[config.mk]
export PLATFORM = sky130hd
export DESIGN_NAME = axis_byte_packet_tx
export DESIGN_NICKNAME = d
export VERILOG_FILES = /design/src/rtl/axis_byte_packet_tx.sv
export SDC_FILE = /design/constraint.sdc
export NUM_CORES = 1
export LEC_CHECK = 0
export BUFFER_PORTS_ARGS = -buffer_cell sky130_fd_sc_hd__buf_2
export CAP_MARGIN = 20
export CORE_MARGIN = 2
export CORE_UTILIZATION = 55
export CTS_BUF_LIST = sky130_fd_sc_hd__clkbuf_4
export DETAILED_ROUTE_END_ITERATION = 6
export GPL_ROUTABILITY_DRIVEN = 0
export PLACE_DENSITY = 0.82
export SLEW_MARGIN = 10
export SYNTH_ARGS = -nofsm -noshare
export SYNTH_HDL_FRONTEND = slang
export SYNTH_SLANG_ARGS = --single-unit
[constraint.sdc]
create_clock -name ap_clk -period 2.45 [get_ports ap_clk]
set_clock_uncertainty 0.15 [all_clocks]
set_input_delay 0 -clock ap_clk [delete_from_list [all_inputs] [get_ports ap_clk]]
set_output_delay 0 -clock ap_clk [all_outputs]
set_load 0.02 [all_outputs]
[src/rtl/axis_byte_packet_tx.sv]
// axis_byte_packet_tx
//   Buffers a short byte message written by local control logic and sends it
//   as one AXI4-Stream packet (TVALID/TREADY handshake, TLAST on the last byte).
//   After the packet the buffer is empty again.
//
// Ports
//   ap_clk, ap_rst_n   clock, asynchronous active-low reset
//   wr_en, wr_data     append one byte to the buffer (only honoured in IDLE when not full)
//   start              single-cycle request to transmit the buffered bytes
//   m_TDATA/m_TVALID/m_TREADY/m_TLAST  AXI4-Stream master
//   count, full        bytes currently buffered, count == DEPTH
//   busy               high while a packet is being sent
//   done               one-cycle pulse after the final beat is accepted
//   overflow           sticky flag for any dropped write; cleared only by reset
module axis_byte_packet_tx #(
  parameter int unsigned DEPTH  = 16,
  parameter int unsigned DATA_W = 8
) (
  input  logic                     ap_clk,
  input  logic                     ap_rst_n,
  input  logic                     wr_en,
  input  logic [DATA_W-1:0]        wr_data,
  input  logic                     start,
  output logic [DATA_W-1:0]        m_TDATA,
  output logic                     m_TVALID,
  input  logic                     m_TREADY,
  output logic                     m_TLAST,
  output logic [$clog2(DEPTH):0]   count,
  output logic                     full,
  output logic                     busy,
  output logic                     done,
  output logic                     overflow
);

  localparam int unsigned AW = $clog2(DEPTH);
  localparam int unsigned CW = AW + 1;

  typedef enum logic {
    IDLE = 1'b0,
    SEND = 1'b1
  } state_t;

  state_t            state_q, state_d;
  logic [AW-1:0]     wr_ptr_q, wr_ptr_d;
  logic [AW-1:0]     rd_ptr_q, rd_ptr_d;
  logic [CW-1:0]     pkt_len_q, pkt_len_d;
  logic [CW-1:0]     count_d;
  logic [DATA_W-1:0] tdata_d;
  logic              tvalid_d;
  logic              tlast_d;
  logic              full_d;
  logic              busy_d;
  logic              done_d;
  logic              overflow_d;
  logic              wr_fire;

  logic [DATA_W-1:0] mem [DEPTH];

  // Message storage; no reset needed, contents are only read below count.
  always_ff @(posedge ap_clk) begin
    if (wr_fire) begin
      mem[wr_ptr_q] <= wr_data;
    end
  end

  // State and registered outputs.
  always_ff @(posedge ap_clk or negedge ap_rst_n) begin
    if (!ap_rst_n) begin
      state_q   <= IDLE;
      wr_ptr_q  <= '0;
      rd_ptr_q  <= '0;
      pkt_len_q <= '0;
      count     <= '0;
      m_TDATA   <= '0;
      m_TVALID  <= 1'b0;
      m_TLAST   <= 1'b0;
      full      <= 1'b0;
      busy      <= 1'b0;
      done      <= 1'b0;
      overflow  <= 1'b0;
    end else begin
      state_q   <= state_d;
      wr_ptr_q  <= wr_ptr_d;
      rd_ptr_q  <= rd_ptr_d;
      pkt_len_q <= pkt_len_d;
      count     <= count_d;
      m_TDATA   <= tdata_d;
      m_TVALID  <= tvalid_d;
      m_TLAST   <= tlast_d;
      full      <= full_d;
      busy      <= busy_d;
      done      <= done_d;
      overflow  <= overflow_d;
    end
  end

  // Next-state and next-output logic.
  always_comb begin
    state_d    = state_q;
    wr_ptr_d   = wr_ptr_q;
    rd_ptr_d   = rd_ptr_q;
    pkt_len_d  = pkt_len_q;
    count_d    = count;
    tdata_d    = m_TDATA;
    tvalid_d   = m_TVALID;
    tlast_d    = m_TLAST;
    done_d     = 1'b0;
    overflow_d = overflow;
    wr_fire    = 1'b0;

    case (state_q)
      IDLE: begin
        if (wr_en) begin
          if (!full) begin
            wr_fire  = 1'b1;
            wr_ptr_d = wr_ptr_q + AW'(1);
            count_d  = count + CW'(1);
          end else begin
            overflow_d = 1'b1;
          end
        end
        // Packet length is the pre-write count; a same-cycle write is left
        // out of the packet and discarded when the buffer is cleared.
        if (start && (count != '0)) begin
          tdata_d   = mem[0];
          tlast_d   = (count == CW'(1));
          tvalid_d  = 1'b1;
          rd_ptr_d  = AW'(1);
          pkt_len_d = count;
          state_d   = SEND;
        end
      end

      SEND: begin
        if (wr_en) begin
          overflow_d = 1'b1;
        end
        if (m_TVALID && m_TREADY) begin
          if (m_TLAST) begin
            tvalid_d = 1'b0;
            tlast_d  = 1'b0;
            count_d  = '0;
            wr_ptr_d = '0;
            done_d   = 1'b1;
            state_d  = IDLE;
          end else begin
            tdata_d  = mem[rd_ptr_q];
            tlast_d  = (CW'(rd_ptr_q) == (pkt_len_q - CW'(1)));
            rd_ptr_d = rd_ptr_q + AW'(1);
          end
        end
      end

      default: begin
        state_d = IDLE;
      end
    endcase

    full_d = (count_d == CW'(DEPTH));
    busy_d = (state_d == SEND);
  end

endmodule

== Yosys cells after proc, flatten, opt, wreduce, memory -nomap -nowiden ==
Memory sizes are Yosys's and may differ from the RTL's.
Cells that the tools add are included.
W data, S select, Z words.
Storage, ports and cells
  memories kept: 1
  bits in writable memories: 128
  input bits: 13
  flip-flop bits (word level): 32
  output and inout port bits: 19
  word-level logic and storage cells: 79
Memory list
  mem: depth 16, bits a word 8, rd ports 2, clocked after Yosys merged registers in 0, wr ports 1, RTL line 57  | logic [DATA_W-1:0] mem [DEPTH];
Cells by class
  mux-type cells: 42
  equal/unequal tests: 11
  bitwise gates (word level): 1
  reduce and logical (&&, ||, !) cells: 9
  $add $sub $neg: 4
Operators by type and width (count)
  $mux W4: 7
  $mux W8: 3
  $mux W1: 20
  $mux W5: 4
  $pmux W4 S2: 2
  $pmux W8 S2: 1
  $ne A2 B2 Y1 const B: 7
  $pmux W5 S2: 1
  $reduce_and A3 Y1: 3
  $add A4 B1 Y4 const B: 2
  $pmux W1 S2: 4
  $add A5 B1 Y5 const B: 1
  $eq A4 B5 Y1: 1
  $eq A5 B1 Y1 const B: 1
  $eq A5 B5 Y1 const B: 1
  $reduce_bool A5 Y1: 1
  $sub A5 B1 Y5 const B: 1
  $reduce_and A2 Y1: 2
  $reduce_and A4 Y1: 1
  $logic_and A1 B1 Y1: 2
  $ne A2 B1 Y1 const B: 1
  $not A1 Y1: 1

== Logic depth before layout (Yosys ltp) ==
Gate-level depths: netlist of run 1.
  depth after elaboration: 5
  gate-level depth with buffers: 9
  mapped depth without buffers: 7

== Least setup slack after synthesis of run 1 ==
Ideal clock, no wire load.
  kind: reg2reg
  start: reg state_q
  end: mem mem[3][0] (enable)
  cell stages (with the launch flop): 6
  required time: 1.917 ns
  path buffers: 2
  slack: 0.179 ns
  library setup time: 0.383 ns
  data arrival time: 1.738 ns
  clock period less this slack: 2.271 ns
  cell sequence: dfrtp_1 buf_6 nor3b_4 buf_6 nand2_1 nor3_1
Between the ends
  longest elaborated chain between the ends: 3
RTL lines
  start: declaration: RTL line 43  | state_t state_q, state_d;
  start signal: assignment: RTL line 82  | state_q <= state_d;
  $mux W1: RTL line 111  | case (state_q)
  $mux W1: RTL line 61  | if (wr_fire) begin
  $mux W1 (implied by the code): RTL line 62  | mem[wr_ptr_q] <= wr_data;
  end: declaration: RTL line 57
No other way between the ends.

== Final worst setup path of run 1 ==
  start: reg count[1]
  end: reg state_q
Between the ends
  longest elaborated chain between the ends: 4
RTL lines
  start: declaration: RTL line 28  | output logic [$clog2(DEPTH):0] count,
  start signal: assignment: RTL line 86  | count <= count_d;
  $reduce_bool A5 Y1: RTL line 124  | if (start && (count != '0)) begin
  $logic_and A1 B1 Y1: RTL line 124
  $mux W1: RTL line 124
  $pmux W1 S2: RTL line 111
  net busy_d: RTL line 52  | logic busy_d;
The timed path passes the listed nets, and every way through them passes these cells.
A chain may end at the register's enable or synchronous reset.

==> results of run 1 <==
==> how the worst min path moves through the flow <==
stage              from     endpoint
6_report          wr_en     overflow
3_5_place_dp   ap_rst_n  rd_ptr_q[3]
3_3_place_gp   ap_rst_n  rd_ptr_q[2]
5_1_grt           wr_en     overflow
2_1_floorplan  ap_rst_n     count[0]
4_1_cts           wr_en     overflow
==> metal layers <==
metal  GRT usage  routed length (um)
met5           0                   0
met4      0.0789                 284
met3      0.0476                1050
met2       0.372                6990
met1       0.309                5460
==> flip-flops by register name (all words and copies together) (netlist names), 4 cells and up <==
| register | flops |
|---|---|
| count | 5 |
| mem | 128 |
| wr_ptr_q | 4 |
| m_TDATA | 8 |
| pkt_len_q | 5 |
| rd_ptr_q | 4 |
==> Yosys cell counts, types with 3 or more instances <==
| cell type | number |
|---|---|
| sky130_fd_sc_hd__mux4_2 | 25 |
| sky130_fd_sc_hd__nand3_1 | 8 |
| sky130_fd_sc_hd__nand2b_1 | 12 |
| sky130_fd_sc_hd__dfrtp_1 | 32 |
| sky130_fd_sc_hd__ha_1 | 9 |
| sky130_fd_sc_hd__inv_1 | 11 |
| sky130_fd_sc_hd__nand4_1 | 4 |
| sky130_fd_sc_hd__clkbuf_8 | 3 |
| sky130_fd_sc_hd__o22ai_1 | 17 |
| sky130_fd_sc_hd__a31oi_1 | 8 |
| sky130_fd_sc_hd__mux4_1 | 7 |
| sky130_fd_sc_hd__o21ai_0 | 13 |
| sky130_fd_sc_hd__a21oi_1 | 4 |
| sky130_fd_sc_hd__nor2_1 | 38 |
| sky130_fd_sc_hd__nand2_1 | 26 |
| sky130_fd_sc_hd__xor2_1 | 5 |
| sky130_fd_sc_hd__nor3_1 | 6 |
| sky130_fd_sc_hd__edfxtp_1 | 128 |
| sky130_fd_sc_hd__buf_6 | 8 |
==> per-stage QoR <==
step / hold slack [ns] / setup slack (ns)
2_1_floorplan: -0.446 / 0.179
3_5_place_dp: -0.0401 / 0.268
5_1_grt: 0.120 / 0.0888
4_1_cts: 0.0936 / 0.221
6_report: 0.139 / 0.194
3_3_place_gp: -0.0309 / 0.291
==> power groups by stage <==
stage               clock network (mW)  registers, mW  logic [mW]
finish                            1.56           3.56        2.73
global route                      1.69           3.60        2.96
CTS                               1.59           3.55        2.72
detailed placement                   0           3.61        2.67
global placement                     0           3.58        2.58
floorplan                            0           3.62        2.01
==> worst max-delay path, stage by stage (launching register included) <==
cell and delay (ns):
sky130_fd_sc_hd__dfrtp_1 0.49, sky130_fd_sc_hd__inv_1 0.11, sky130_fd_sc_hd__ha_1 0.15, sky130_fd_sc_hd__nor4b_4 0.28, sky130_fd_sc_hd__nor2_1 0.10, sky130_fd_sc_hd__buf_4 0.18, sky130_fd_sc_hd__a21o_1 0.15, sky130_fd_sc_hd__dlygate4sd3_1 0.55
==> logic make-up (layout without fill, tap and decap cells) <==
logic type / count (synthesis) / in the layout / share of synthesized area
AOI/OAI and AO/OA: 53 / 53 / 0.0505
adders and majority gates: 9 / 9 / 0.0168
buffers and inverters: 32 / 112 / 0.0374
xor gates and xnor gates: 7 / 7 / 0.00912
muxes: 34 / 34 / 0.114
and+or+nand+nor: 107 / 107 / 0.0806
DFF: 160 / 160 / 0.691
==> area by class of cell <==
type | count | area, um2 | share of cell area
clock buffer | 18 | 135 | 0.0180
tap | 147 | 184 | 0.0245
inverter | 11 | 41.3 | 0.00551
multi-input combinational | 210 | 1820 | 0.243
timing repair buffer | 69 | 513 | 0.0684
clock inverter | 14 | 155 | 0.0207
sequential | 160 | 4650 | 0.620
==> results.json, run 1 <==
{
  "outcome": "finished clean",
  "seqPwrFrac": 0.454,
  "total_power_mw": 7.84,
  "area.growth.synth_to_final_pct": 11.6,
  "vias": 3806,
  "syn_inst": 402,
  "power_density_of_the_placed_cells_nw_per_um2": 1050,
  "arrival_ns": 2.53,
  "holdBufCountCts": 15,
  "power.net_switching_mw": 2.77,
  "power.static_leakage_nw": 2.68,
  "power.share.clock": 0.199,
  "clk-insertion-delay-late_ns": 0.54,
  "route.detailed.drc": 0,
  "fillCellCount": 801,
  "synth_top_cell_area_share": 0.572,
  "share_of_cells_above_drive_strength_1": 0.255,
  "yosysSeqAreaShare": 0.691,
  "via_per_inst": 6.05,
  "critPathLaunch": "count[1]",
  "hold_path_depth": 4,
  "die_height_um": 115,
  "num_rows": 40,
  "coreArea_um2": 12000,
  "cts-root-to-sink-buffers": 2,
  "path_class": "reg -> reg",
  "cts.sink_count": 160,
  "worstPathRequired_ns": 2.73,
  "post_cts.repair.setup_buffers": 0,
  "synth.top_cells.by_area": "sky130_fd_sc_hd__edfxtp_1 (57%), sky130_fd_sc_hd__dfrtp_1 (12%), sky130_fd_sc_hd__mux4_2 (8.4%)",
  "critical_path.endpoint_type": "flop",
  "numPlacedInstances": 582,
  "io_buffer_count": 31,
  "setup_total_negative_slack_ns": 0,
  "stdcell_area_um2": 7500,
  "drt-initial-drc-count": 431,
  "critical_path.endpoint": "state_q",
  "power.share.switching": 0.353,
  "routed_wire_length_um": 13800,
  "tritoncts": "built",
  "instances_no_fill": 629,
  "vias_in_the_first_global_route": 3801,
  "drtPass1Iterations": 5,
  "synth_async_sr_flop_share": 0.200,
  "crit-reg2reg-launch": "count[1]",
  "synth_area_per_cell_um2": 16.7,
  "maxCapViolCount": 0,
  "ys_seq_elements": 160,
  "grt_pass1_wl_um": 21600,
  "peakVddDrop_uv": 408,
  "avgRoutedWirePerCell_um": 21.9,
  "ant_diodes": 0,
  "hpwl_um": 8870,
  "synthDistinctLibCells": 50,
  "internal-power_mw": 5.07,
  "slew_viol_final": 0,
  "netlist_area_um2": 6720,
  "grt_usage": 0.228,
  "worst_max_slew_pin_slew_ns": 0.480,
  "reg2reg_slack_ns": 0.19,
  "dieArea_um2": 13100,
  "finalNetCount": 491,
  "synth.largest_area_cell": "sky130_fd_sc_hd__edfxtp_1",
  "grt_max_degree": 38,
  "layout_commonest_cell": "sky130_fd_sc_hd__edfxtp_1",
  "combPwrFrac": 0.348,
  "slew_headroom": 0.680,
  "htree_levels": 4,
  "placedInstanceArea_um2": 7050,
  "clk_pin_slew_worst_paths_ns": 0.13,
  "clock-root-buffer": "sky130_fd_sc_hd__clkbuf_4",
  "layout_common_cells": "sky130_fd_sc_hd__edfxtp_1 (128), sky130_fd_sc_hd__nor2_1 (38), sky130_fd_sc_hd__dfrtp_1 (31), sky130_fd_sc_hd__buf_2 (31), sky130_fd_sc_hd__nand2_1 (26)",
  "timing.final.setup_violations": 0,
  "worst-path-max-fanout": 8,
  "synth_enable_flop_cells": 128,
  "worst_hold_path_type": "in -> reg",
  "boundaryPins": 32,
  "floorplan.initialDensity": 0.562,
  "period_share": 0.921,
  "rsz_0062_raised_after_global_routing": "false",
  "worst_r2r_dst": "state_q",
  "max_freq_mhz": 443,
  "drtAntennaViolNets": 0,
  "cts_buffers": 17,
  "synth.yosys.warnings": 0,
  "fp.dieW_um": 115,
  "final_design_utilization": 0.627,
  "post_cts.resized_instances": 0,
  "antenna_found_initial": 0,
  "crit_path_start_kind": "flop",
  "reg2reg_depth": 7,
  "mappedNetlistNets": 424,
  "grt.overflow.total": 0,
  "yosys_most_used_dff": "sky130_fd_sc_hd__edfxtp_1",
  "hold_viol_final": 0,
  "timing.final.crit_period_ns": 2.26
}
Power figures use the tool's default switching activity.
==> run 2: changes to the inputs <==
--- a/config.mk
+++ b/config.mk
@@ -5,14 +5,14 @@
 export SDC_FILE = /design/constraint.sdc
 export NUM_CORES = 1
 export LEC_CHECK = 0
-export BUFFER_PORTS_ARGS = -buffer_cell sky130_fd_sc_hd__buf_2
 export CAP_MARGIN = 20
 export CORE_MARGIN = 2
 export CORE_UTILIZATION = 55
 export CTS_BUF_LIST = sky130_fd_sc_hd__clkbuf_4
 export DETAILED_ROUTE_END_ITERATION = 6
+export DONT_BUFFER_PORTS = 1
 export GPL_ROUTABILITY_DRIVEN = 0
-export PLACE_DENSITY = 0.82
+export PLACE_DENSITY = 0.79
 export SLEW_MARGIN = 10
 export SYNTH_ARGS = -nofsm -noshare
 export SYNTH_HDL_FRONTEND = slang
==> results.json, run 2 (synthesis gave the netlist of run 1 again) <==
{
  "num_rows": 40,
  "timing.final.crit_period_ns": 2.28,
  "largest_register_ffs": 128,
  "largest_registers": "mem: 128 flops, m_TDATA: 8 flops",
  "drt-initial-drc-count": 481,
  "share_of_cells_above_drive_strength_1": 0.209,
  "tritoncts": "built",
  "route.detailed.drc": 0,
  "fillCellCount": 825,
  "path_class": "reg -> reg",
  "worst-path-max-fanout": 10,
  "worstPathRequired_ns": 2.73,
  "boundaryPins": 32,
  "timing.final.setup_violations": 0,
  "grt_max_degree": 38,
  "floorplan.initialDensity": 0.562,
  "avgRoutedWirePerCell_um": 22.5,
  "crit_path_start_kind": "flop",
  "worst_max_slew_pin_slew_ns": 0.676,
  "via_per_inst": 6.09,
  "hpwl_um": 8670,
  "vias_in_the_first_global_route": 3770,
  "io_buffer_count": 0,
  "worst_hold_path_type": "in -> reg",
  "max_flop_register": "mem",
  "outcome": "finished clean",
  "area.growth.synth_to_final_pct": 10.3,
  "grt.overflow.total": 0,
  "power_density_of_the_placed_cells_nw_per_um2": 1050,
  "cts-root-to-sink-buffers": 2,
  "finalNetCount": 465,
  "layout_commonest_cell": "sky130_fd_sc_hd__edfxtp_1",
  "fp.dieW_um": 115,
  "clock-root-buffer": "sky130_fd_sc_hd__clkbuf_4",
  "layout_common_cells": "sky130_fd_sc_hd__edfxtp_1 (128), sky130_fd_sc_hd__nor2_1 (38), sky130_fd_sc_hd__dfrtp_1 (31)",
  "instances_no_fill": 603,
  "slew_headroom": 0.548,
  "antenna_found_initial": 1,
  "crit-reg2reg-launch": "count[2]",
  "peakVddDrop_uv": 452,
  "die_height_um": 115,
  "clk_pin_slew_worst_paths_ns": 0.12,
  "drtAntennaViolNets": 0,
  "coreArea_um2": 12000,
  "post_cts.repair.setup_buffers": 0,
  "period_share": 0.930,
  "post_cts.resized_instances": 0,
  "clk-insertion-delay-late_ns": 0.54,
  "rsz_0062_raised_after_global_routing": "false",
  "hold_viol_final": 0,
  "timing.hold.worst.start": "wr_en",
  "max_freq_mhz": 439,
  "grt_usage": 0.222,
  "setup_total_negative_slack_ns": 0,
  "drtPass1Iterations": 5,
  "grt_pass1_wl_um": 20900,
  "routed_wire_length_um": 13600,
  "slew_viol_final": 0,
  "maxCapViolCount": 0,
  "holdBufCountCts": 16,
  "numPlacedInstances": 555,
  "vias": 3671,
  "dieArea_um2": 13100,
  "critPathLaunch": "count[2]",
  "cts.sink_count": 160,
  "arrival_ns": 2.56,
  "critical_path.endpoint_type": "flop",
  "cts_buffers": 17,
  "htree_levels": 4,
  "power.static_leakage_nw": 2.59
}
## run 2: cell count changes in the layout (fill, tap and decap cells not counted), sizes merged
| cell | delta |
|---|---|
| clkinvlp | +1 |
| inv | -4 |
| bufinv | +1 |
| buf | -26 |
| diode | +1 |
| clkinv | +2 |
| clkbuf | -1 |
## run 2: area by class of cell
type | count | area [um2] | area share
inverters | 11 | 41.3 | 0.00557
repair buffers | 43 | 420 | 0.0567
well taps | 147 | 184 | 0.0248
clock inverters | 14 | 168 | 0.0226
diodes | 1 | 2.50 | 0.000338
multi-input cells | 210 | 1820 | 0.246
flip-flops and latches | 160 | 4650 | 0.627
clock buffers | 17 | 128 | 0.0172
## run 2: per-layer routing
layer,track usage,wire (um)
met5,0,0
met4,0.0837,221
met3,0.0561,1090
met2,0.353,6710
met1,0.301,5570
## run 2: worst max-delay path: stages (launching register included)
cell and delay [ns]:
sky130_fd_sc_hd__dfrtp_1 0.59, sky130_fd_sc_hd__nor4b_4 0.44, sky130_fd_sc_hd__nor2_1 0.10, sky130_fd_sc_hd__buf_4 0.18
sky130_fd_sc_hd__a21o_1 0.16, sky130_fd_sc_hd__dlygate4sd3_1 0.55
## run 2: power breakdown
group	leakage [nW]	internal (mW)	switching (mW)
combinational	0.894	1.17	1.37
clock	0.145	0.699	0.889
sequential	1.55	3.24	0.441
## run 2: final timing paths
path	to	slack (ns)	cells after the start
worst max-delay path	state_q	0.17	5
worst min-delay path	overflow	0.08	3
worst max register to register	state_q	0.17	5
worst min register to register	wr_ptr_q[1]	0.44	2
max in group asynchronous	wr_ptr_q[3]	1.58	4
min in group asynchronous	pkt_len_q[4]	0.39	4
## run 2: metrics by stage
stage | util | worst slack, ns | hold WS (ns) | cell area, um2 | power [mW]
CTS | 0.619 | 0.210 | 0.0247 | 7410 | 7.82
floorplan | - | 0.179 | -0.446 | 6720 | 5.64
detailed placement | 0.580 | 0.371 | -0.444 | 6930 | 6.18
global route | 0.620 | 0.0851 | 0.0933 | 7410 | 8.19
global placement | 0.580 | 0.459 | -0.444 | 6930 | 6.08
finish | 0.620 | 0.172 | 0.0775 | 7410 | 7.81
==> run 3: changes to the inputs <==
--- a/config.mk
+++ b/config.mk
@@ -12,7 +12,7 @@
 export DETAILED_ROUTE_END_ITERATION = 6
 export DONT_BUFFER_PORTS = 1
 export GPL_ROUTABILITY_DRIVEN = 0
-export PLACE_DENSITY = 0.79
+export PLACE_DENSITY_LB_ADDON = 0.12
 export SLEW_MARGIN = 10
 export SYNTH_ARGS = -nofsm -noshare
 export SYNTH_HDL_FRONTEND = slang
==> results.json, run 3 (synthesis gave the netlist of run 1 again) <==
{
  "floorplan.initialDensity": 0.562,
  "outcome": "finished clean",
  "io_buffer_count": 0,
  "peakVddDrop_uv": 469,
  "instances_no_fill": 604,
  "grt_usage": 0.220,
  "tritoncts": "built",
  "antenna_found_initial": 0,
  "dieArea_um2": 13100,
  "clock-root-buffer": "sky130_fd_sc_hd__clkbuf_4",
  "cts_buffers": 17,
  "fillCellCount": 922,
  "slew_headroom": 0.592,
  "drtPass1Iterations": 4,
  "ant_diodes": 0,
  "final_design_utilization": 0.617,
  "worstPathRequired_ns": 2.74,
  "cts-root-to-sink-buffers": 2,
  "reg2reg_slack_ns": 0.17,
  "coreArea_um2": 12000,
  "layout_common_cells": "sky130_fd_sc_hd__edfxtp_1 (128), sky130_fd_sc_hd__nor2_1 (38), sky130_fd_sc_hd__dfrtp_1 (31)",
  "slew_viol_final": 0,
  "grt_max_degree": 38,
  "timing.final.setup_violations": 0,
  "worst_max_slew_pin_slew_ns": 0.611,
  "largest_register_ffs": 128,
  "vias": 3498,
  "fp.dieW_um": 115,
  "power.static_leakage_nw": 2.59,
  "route.detailed.drc": 0,
  "layout_commonest_cell": "sky130_fd_sc_hd__edfxtp_1",
  "period_share": 0.930,
  "vias_in_the_first_global_route": 3610,
  "drt-met1-wl_um": 6100,
  "worst_hold_path_type": "in -> reg",
  "largest_registers": "mem: 128 flops, m_TDATA: 8 flops",
  "critical_path.endpoint_type": "flop",
  "clk_pin_slew_worst_paths_ns": 0.12,
  "grt_pass1_wl_um": 20700,
  "grt.overflow.total": 0,
  "pre_cts_ws_ns": 0.366,
  "worst-path-max-fanout": 10,
  "via_per_inst": 5.79,
  "boundaryPins": 32,
  "post_cts.repair.setup_buffers": 0,
  "clk-insertion-delay-late_ns": 0.54,
  "num_rows": 40,
  "finalWorstSetupSlack_ns": 0.172,
  "dr.max_layer_used": "met4",
  "setup_total_negative_slack_ns": 0,
  "finalNetCount": 466,
  "avgRoutedWirePerCell_um": 21.4,
  "max_freq_mhz": 439,
  "routed_wire_length_um": 12900,
  "drt-initial-drc-count": 248,
  "max_flop_register": "mem",
  "maxCapViolCount": 0,
  "die_height_um": 115,
  "timing.final.crit_period_ns": 2.28,
  "numPlacedInstances": 556,
  "met3_length_um": 630,
  "cts.sink_count": 160,
  "rsz_0062_raised_after_global_routing": "false",
  "share_of_cells_above_drive_strength_1": 0.212,
  "power_density_of_the_placed_cells_nw_per_um2": 1030,
  "hold_viol_final": 0,
  "area.growth.synth_to_final_pct": 9.89,
  "dr_wl_met2_um": 6060,
  "htree_levels": 4,
  "drtAntennaViolNets": 0,
  "hpwl_um": 8200,
  "path_class": "reg -> reg",
  "arrival_ns": 2.56,
  "crit_path_start_kind": "flop"
}
[run 3: changes by cell type in the layout (fill, tap and decap cells not counted), sizes merged]
cell	previous run	this run
inv	12	14
clkinv	6	8
clkinvlp	4	1
buf	29	30
bufinv	3	2
clkbuf	17	18
diode	1	0
[run 3: worst paths after layout]
path                              start      endpoint  depth (start not counted)
max                            count[2]       state_q                          5
max in group asynchronous      ap_rst_n      count[1]                          4
max reg2reg                    count[2]       state_q                          5
min in group asynchronous      ap_rst_n    m_TDATA[7]                          4
min reg2reg                pkt_len_q[4]  pkt_len_q[4]                          2
min                               wr_en      overflow                          3
[run 3: timing repair]
item	4_1_cts	5_1_grt
hold endpoints to repair	226	0
gates resized for setup	0	0
hold buffers	16	0
[run 3: metrics by stage]
stage               hold slack, ns  total power [mW]  cell area, um2
floorplan                   -0.446              5.64            6720
global placement            -0.445              6.08            6930
detailed placement          -0.445              6.11            6930
CTS                        0.00931              7.69            7380
global route                0.0645              8.10            7380
finish                      0.0540              7.62            7380
[run 3: worst max-delay path, cell delays in order, from the launching register on]
cell and delay [ns]:
sky130_fd_sc_hd__dfrtp_1 0.60, sky130_fd_sc_hd__nor4b_4 0.43, sky130_fd_sc_hd__nor2_1 0.11, sky130_fd_sc_hd__buf_4 0.18, sky130_fd_sc_hd__a21o_1 0.16, sky130_fd_sc_hd__dlygate4sd3_1 0.56
[run 3: layout make-up]
class	count	area [um2]	area share
Clock buffer	18	135	0.0183
Tap cell	147	184	0.0249
Clock inverter	14	139	0.0188
Timing Repair Buffer	44	415	0.0563
Multi-Input combinational cell	210	1820	0.247
Inverter	11	41.3	0.00559
Sequential cell	160	4650	0.629
[run 3: routing by layer]
layer  global-route usage  vias to the layer above
li1                     -                     1642
met1                0.324                     1756
met2                0.335                       88
met5                    0                        -
met4               0.0659                        0
met3               0.0487                       12
[run 3: power breakdown]
| part | switching, mW | total [mW] | internal [mW] |
|---|---|---|---|
| Clock | 0.886 | 1.50 | 0.615 |
| Combinational | 1.31 | 2.47 | 1.16 |
| Sequential | 0.417 | 3.65 | 3.24 |
